==> config.mk <==
export PLATFORM = sky130hd
export DESIGN_NAME = alu_flat
export DESIGN_NICKNAME = d
export VERILOG_FILES = /design/src/rtl/alu_if.sv /design/src/rtl/alu.sv /design/src/flat_wrapper.sv
export SDC_FILE = /design/constraint.sdc
export NUM_CORES = 1
export LEC_CHECK = 0
export CAP_MARGIN = 20
export CORE_UTILIZATION = 50
export CTS_CLUSTER_SIZE = 12
export DETAILED_ROUTE_END_ITERATION = 12
export PLACE_DENSITY = 0.87
export SYNTH_ARGS = -nofsm -noshare
export SYNTH_HDL_FRONTEND = slang
export SYNTH_SLANG_ARGS = --single-unit
export TNS_END_PERCENT = 10
==> constraint.sdc <==
create_clock -name clk -period 0.8 [get_ports clk]
set_input_delay 0.24 -clock clk [delete_from_list [all_inputs] [get_ports clk]]
set_output_delay 0.24 -clock clk [all_outputs]
set_load 0.01 [all_outputs]
==> src/rtl/alu_if.sv <==
// Operand/result bundle for the execute-stage ALU.
// The master drives operands and the slave returns registered results.
interface alu_if;
  localparam int unsigned W = 32;

  logic [W-1:0] a;
  logic [W-1:0] b;
  logic [2:0]   op;
  logic         unsig;
  logic [W-1:0] aluout;
  logic         compout;
  logic         overflow;

  modport master (output a, b, op, unsig, input aluout, compout, overflow);
  modport slave  (input a, b, op, unsig, output aluout, compout, overflow);
endinterface

==> src/rtl/alu.sv <==
// 32-bit registered ALU with one cycle of latency, compare flag and signed overflow.
// Optional macro ALU_SLT_EN turns op 111 into set-less-than; otherwise op 111 yields 0.
module alu (
  input  logic clk,
  input  logic rst_n,
  alu_if.slave bus
);
  localparam int unsigned W = 32;

  localparam logic [2:0] OP_AND = 3'b000;
  localparam logic [2:0] OP_OR  = 3'b001;
  localparam logic [2:0] OP_ADD = 3'b010;
  localparam logic [2:0] OP_NOR = 3'b100;
  localparam logic [2:0] OP_XOR = 3'b101;
  localparam logic [2:0] OP_SUB = 3'b110;
  localparam logic [2:0] OP_SLT = 3'b111;

  logic         sub_c;
  logic [W:0]   addsub_c;
  logic [W:0]   cmpdiff_c;
  logic         lt_c;
  logic [W-1:0] result_c;
  logic         ovf_c;

  // Shared adder: subtract is a + ~b + 1.
  assign sub_c    = (bus.op == OP_SUB) || (bus.op == OP_SLT);
  assign addsub_c = {1'b0, bus.a} + {1'b0, bus.b ^ {W{sub_c}}} + (W+1)'(sub_c);

  // The compare runs every cycle, so it gets its own subtractor independent of op.
  // Unsigned a < b is the borrow out; signed looks at the operand signs first.
  assign cmpdiff_c = {1'b0, bus.a} + {1'b0, ~bus.b} + (W+1)'(1'b1);
  always_comb begin
    lt_c = 1'b0;
    if (bus.unsig)
      lt_c = ~cmpdiff_c[W];
    else if (bus.a[W-1] != bus.b[W-1])
      lt_c = bus.a[W-1];
    else
      lt_c = cmpdiff_c[W-1];
  end

  always_comb begin
    result_c = '0;
    ovf_c    = 1'b0;
    case (bus.op)
      OP_AND: result_c = bus.a & bus.b;
      OP_OR:  result_c = bus.a | bus.b;
      OP_ADD: begin
        result_c = addsub_c[W-1:0];
        ovf_c    = ~bus.unsig && (bus.a[W-1] == bus.b[W-1]) && (addsub_c[W-1] != bus.a[W-1]);
      end
      OP_NOR: result_c = ~(bus.a | bus.b);
      OP_XOR: result_c = bus.a ^ bus.b;
      OP_SUB: begin
        result_c = addsub_c[W-1:0];
        ovf_c    = ~bus.unsig && (bus.a[W-1] != bus.b[W-1]) && (addsub_c[W-1] != bus.a[W-1]);
      end
      OP_SLT: begin
`ifdef ALU_SLT_EN
        result_c = W'(lt_c);
`else
        result_c = '0;
`endif
      end
      default: result_c = '0;
    endcase
  end

  // Output registers; reset clears everything and drops any in-flight result.
  always_ff @(posedge clk or negedge rst_n) begin
    if (!rst_n) begin
      bus.aluout   <= '0;
      bus.compout  <= 1'b0;
      bus.overflow <= 1'b0;
    end else begin
      bus.aluout   <= result_c;
      bus.compout  <= lt_c;
      bus.overflow <= ovf_c;
    end
  end
endmodule

==> src/flat_wrapper.sv <==
// flat-port wrapper written by rule: the top's interface ports become plain ports
module alu_flat 
  (clk, rst_n, bus_a, bus_b, bus_op, bus_unsig, bus_aluout, bus_compout, bus_overflow);
  alu_if bus_i ();
  input  logic clk;
  input  logic rst_n;
  input wire logic [$bits(bus_i.a)-1:0] bus_a;
  input wire logic [$bits(bus_i.b)-1:0] bus_b;
  input wire logic [$bits(bus_i.op)-1:0] bus_op;
  input wire logic [$bits(bus_i.unsig)-1:0] bus_unsig;
  output wire logic [$bits(bus_i.aluout)-1:0] bus_aluout;
  output wire logic [$bits(bus_i.compout)-1:0] bus_compout;
  output wire logic [$bits(bus_i.overflow)-1:0] bus_overflow;
  assign bus_i.a = bus_a;
  assign bus_i.b = bus_b;
  assign bus_i.op = bus_op;
  assign bus_i.unsig = bus_unsig;
  assign bus_aluout = bus_i.aluout;
  assign bus_compout = bus_i.compout;
  assign bus_overflow = bus_i.overflow;
  alu u_core (.clk(clk), .rst_n(rst_n), .bus(bus_i));
endmodule
==> results of run 1 <==
-- synth_stat cells, drive strengths merged (2+ instances only) --
cell / count / area [um2]
ha: 131 / 1640
inv: 99 / 372
a21oi: 53 / 265
nor2: 44 / 168
xnor2: 44 / 385
o21ai: 41 / 205
nand2: 37 / 139
dfrtp: 34 / 851
mux2i: 31 / 310
o22ai: 24 / 150
a211oi: 21 / 158
clkbuf: 21 / 78.8
mux2: 16 / 180
o21bai: 12 / 90.1
xor2: 11 / 96.3
nand3: 10 / 50.1
a21o: 9 / 67.6
buf: 8 / 30.0
nor2b: 8 / 50.1
nor3: 7 / 35.0
and3: 5 / 32.5
nand4: 5 / 31.3
o31ai: 5 / 37.5
a31oi: 4 / 25.0
and2: 4 / 27.5
nand2b: 4 / 25.0
nor4: 4 / 25.0
o311ai: 4 / 42.6
a211o: 3 / 26.3
a221oi: 3 / 26.3
o211ai: 3 / 22.5
o21a: 3 / 22.5
and4b: 2 / 23.8
fa: 2 / 40.0
nor3b: 2 / 15.0
o2111ai: 2 / 23.8
o32ai: 2 / 17.5
or2: 2 / 12.5
-- logic make-up after synthesis --
group           Yosys count  share of synthesized area [%]
simple gates            138                           11.5
xor+xnor                 55                           8.09
compound gates          198                           21.7
fa+ha+maj               133                           28.2
flops                    34                           14.3
buf+inv                 128                           8.07
mux                      47                           8.23
-- routing by layer --
layer	overflow	global-route usage, %
met1	0	77.5
met2	37	94.8
met3	1	67.0
met4	28	80.5
met5	0	24.6
-- repair_timing --
item / 4_1_cts
setup buffers: 52
endpoints found under the hold margin: 34
endpoints found under the setup margin: 68
gates cloned: 1
hold buffers: 1
pin swaps: 93
gates resized for setup: 241
-- stage by stage --
stage | cell area [um2] | utilization, % | cells | hold WS [ns] | worst slack (ns)
floorplan | 6000 | - | 733 | -0.0556 | -1.75
global placement | 8740 | 75.9 | 1167 | 0.223 | -2.50
detailed placement | 8740 | 75.9 | 1167 | 0.223 | -2.68
CTS | 10100 | 88.0 | 1227 | 0.454 | -1.70
==> flow_metrics.tcl, run 1 <==
set metrics [dict create \
    cts.sinks 34 \
    ios 104 \
    fp.dieH_um 111 \
    synth_edf_count 0 \
    die_w_um 111 \
    synthCells 733 \
    synth_cell_types 58 \
    hpwl_um 15200 \
    synthFlopType "dfrtp_1" \
    start_util_pct 51.7 \
    async_reset_ff_share_pct 100 \
    synth.net_count 936 \
    syn-cell-area_mm2 0.00596 \
    toolErrorMsg "[ERROR GRT-0232] Routing congestion too high. Check the congestion heatmap in the GUI." \
    worstEndpointType "sequential cell input" \
    synth-seq-area-share_pct 14.3 \
    status "did not finish" \
    synth_seq_cells 34 \
    cts-buffers-inserted 5 \
    grt_worst_setup_endpoint "u_core.bus.aluout[30]$_DFF_PN0_/D" \
    root_buffer "clkbuf_16" \
    yosysWarningCount 0 \
    stop_stage "global routing" \
    htree_levels 2 \
    grt_max_degree 67 \
    portBuffers 103 \
    cts_buffer_depth 2 \
    row_count 39 \
    gp_congestion 0.873 \
    synth_area_per_cell_um2 8.13 \
    gr-total-overflow 66 \
    grt_usage_pct 79.0 \
]
==> run 2, diff against run 1 <==
--- a/config.mk
+++ b/config.mk
@@ -6,10 +6,9 @@
 export NUM_CORES = 1
 export LEC_CHECK = 0
 export CAP_MARGIN = 20
-export CORE_UTILIZATION = 50
-export CTS_CLUSTER_SIZE = 12
+export CORE_UTILIZATION = 40
 export DETAILED_ROUTE_END_ITERATION = 12
-export PLACE_DENSITY = 0.87
+export PLACE_DENSITY_LB_ADDON = 0.15
 export SYNTH_ARGS = -nofsm -noshare
 export SYNTH_HDL_FRONTEND = slang
 export SYNTH_SLANG_ARGS = --single-unit
==> constraint.sdc (replaced) <==
create_clock -name clk -period 1 [get_ports clk]
set_input_delay 0.3 -clock clk [delete_from_list [all_inputs] [get_ports clk]]
set_output_delay 0.3 -clock clk [all_outputs]
set_load 0.01 [all_outputs]
==> run 2 against run 1 <==
Net effect:
- the flow now finishes, with violations (setup timing)
- area after synthesis stayed put
- synthesized cell count stayed put
==> flow_metrics.tcl, run 2 <==
set metrics [dict create \
    grt_antenna_before_repair 0 \
    yosysTopAreaCell "ha_1" \
    crit_chain "buf_12 > nand2_8 > buf_12 > xnor2_4 > ha_4 > a211oi_2 > nor2_2 > o41a_1 > o211a_4 > o2111ai_4 > and2_4 > o21a_1 > nor4b_4" \
    cp_data_required_time_ns 1.21 \
    grt_pass1_vias 6833 \
    drc 0 \
    synth_area_per_cell_um2 8.13 \
    p_leak_nw 5.17 \
    arrival_ns 2.78 \
    routed_wl_um 21500 \
    p_per_area_mw_per_mm2 953 \
    fin_ws_ns -1.57 \
    max_flop_register "u_core.bus.aluout" \
    final_cell_mix "236 x buf_4, 92 x ha_1, 68 x inv_1" \
    synthCells 733 \
    violations "setup timing" \
    first_pass_iters 5 \
    num_vias 6741 \
    synth_edf_count 0 \
    root_buffer "clkbuf_16" \
    async_reset_ff_share_pct 100 \
    fp.dieH_um 124 \
    slew_headroom_pct 52.6 \
    portBuffers 103 \
    grt_max_degree 67 \
    slew_viol_final 0 \
    yosys-top-cells-count "131 x ha_1, 99 x inv_1, 53 x a21oi_1, 44 x xnor2_1, 43 x nor2_1" \
    end_kind "flop" \
    syn-cell-area_mm2 0.00596 \
    cp_slowest_cell "o41a_1" \
    grt_pass1_wl_um 32700 \
    startpoint_type "primary input" \
    cts_tree "yes" \
    rsz0062_at_grt "yes" \
    synth_seq_cells 34 \
    synth_cell_types 58 \
    n_fill_cell 1076 \
    die_w_um 124 \
    hpwl_um 14700 \
    wire_per_inst_um 17.0 \
    gr-total-overflow 0 \
    path_clk_slew_ns 0.06 \
    htree_levels 2 \
    crit_top_cell "buf_12" \
    row_count 44 \
    ios 104 \
    fmax_mhz 389 \
    status "finished, violations left" \
    dieArea_mm2 0.0154 \
    synthFlopType "dfrtp_1" \
    cts.sinks 34 \
    antenna_cells 0 \
    slowest_delay_ns 0.38 \
    finalHoldViolations 0 \
    final_common_cell "buf_4" \
    syn_to_final_growth_pct 74.2 \
    largestRegisters "u_core.bus.aluout x32, u_core.bus.compout x1, u_core.bus.overflow x1" \
    cts-buffers-inserted 5 \
    worstHoldPathType "primary input to asynchronous set/reset pin" \
    post-place-ws_ns -2.62 \
    layout-drive-gt1-share_pct 47.0 \
    gp_congestion 0.890 \
    yosysMostFrequentCell "ha_1" \
    largest_reg_flops 32 \
    synth-seq-area-share_pct 14.3 \
    fp.coreArea_mm2 0.0145 \
    yosysWarningCount 0 \
    min_period_ns 2.57 \
    synth.net_count 936 \
    drv_cap 0 \
    nets 1288 \
    vdd_drop_max_v 0.000676 \
    synth_top_area_share_pct 27.5 \
    finalCritPeriodShare_pct 257 \
    grt_usage_pct 27.2 \
    drt-initial-drc-count 513 \
    cts_buffer_depth 2 \
    start_util_pct 41.0 \
    synth_top_cells_by_area "ha_1 28%, dfrtp_1 14%, xnor2_1 6.5%" \
    finalSetupViolations 68 \
    cp_max_fo 7 \
    tightest_slew_ns 0.711 \
    postRouteAntennaNets 0 \
    routed_via_density 5.31 \
    utilization_pct 71.4 \
    worst-setup-path-type "primary input to flop" \
]
run 2: cell counts after synthesis:
No cell type changed its count.
run 2: per-layer routing:
metal	GRT usage (%)	wire length (um)
met1	33.0	9130
met3	3.94	998
met4	8.56	681
met2	48.9	10700
met5	0	0
run 2: worst max-delay path, delay by kind of cell:
kind / cells / cell delay, ns
buf+inv: 2 / 0.25
xor+xnor: 1 / 0.15
fa+ha+maj: 1 / 0.22
compound gates: 5 / 1.27
simple gates: 4 / 0.57
run 2: through the flow:
step	total power [mW]	TNS (ns)	area (um2)	instances	hold WS, ns
after floorplan	4.20	-42.62	6000	733	0.00441
after global placement	6.68	-76.17	8890	1220	0.289
after detailed placement	6.78	-77.06	8890	1220	0.290
after CTS	9.38	-45.28	9910	1254	0.509
after global routing	10.5	-48.35	10400	1270	0.548
final	9.89	-45.01	10400	1270	0.506
run 2: how the worst max path moves through the flow:
stage | start | endpoint | slack [ns] | cells after the start
after global routing | bus_op[1] | u_core.bus.overflow | -1.64 | 13
after global placement | bus_op[1] | u_core.bus.aluout[24] | -2.50 | 12
after floorplan | bus_op[1] | u_core.bus.overflow | -1.61 | 12
after detailed placement | bus_b[7] | u_core.bus.compout | -2.62 | 14
final | bus_op[1] | u_core.bus.overflow | -1.57 | 13
after CTS | bus_op[2] | u_core.bus.overflow | -1.57 | 12
run 2: cell type report:
type | instances | area [um2] | area share, %
clock buffers | 7 | 133 | 1.28
clock inverters | 1 | 30.0 | 0.289
flip-flops and latches | 34 | 851 | 8.20
repair buffers | 373 | 3050 | 29.4
multi-input cells | 572 | 5710 | 55.0
well taps | 184 | 230 | 2.22
inverters | 99 | 379 | 3.65
run 2: kinds of logic (layout without fill, tap and decap cells):
family | after synthesis | in the layout | synth area share, %
simple gates | 138 | 139 | 11.5
buf+inv | 128 | 480 | 8.07
compound gates | 198 | 198 | 21.7
fa+ha+maj | 133 | 133 | 28.2
flops | 34 | 34 | 14.3
mux | 47 | 47 | 8.23
xor+xnor | 55 | 55 | 8.09
run 2: what timing repair did:
item	4_1_cts	5_1_grt
endpoints found under the hold margin	34	0
gates resized for setup	347	130
hold buffers	1	0
endpoints found under the setup margin	68	68
pin swaps	86	73
setup buffers	26	18
cloned	1	0
run 2: where the power goes:
group          switching (mW)  internal [mW]
combinational            3.03           3.36
clock                   0.689           1.18
sequential             0.0587           1.57
Note: power is estimated with default switching activity, not from simulation.
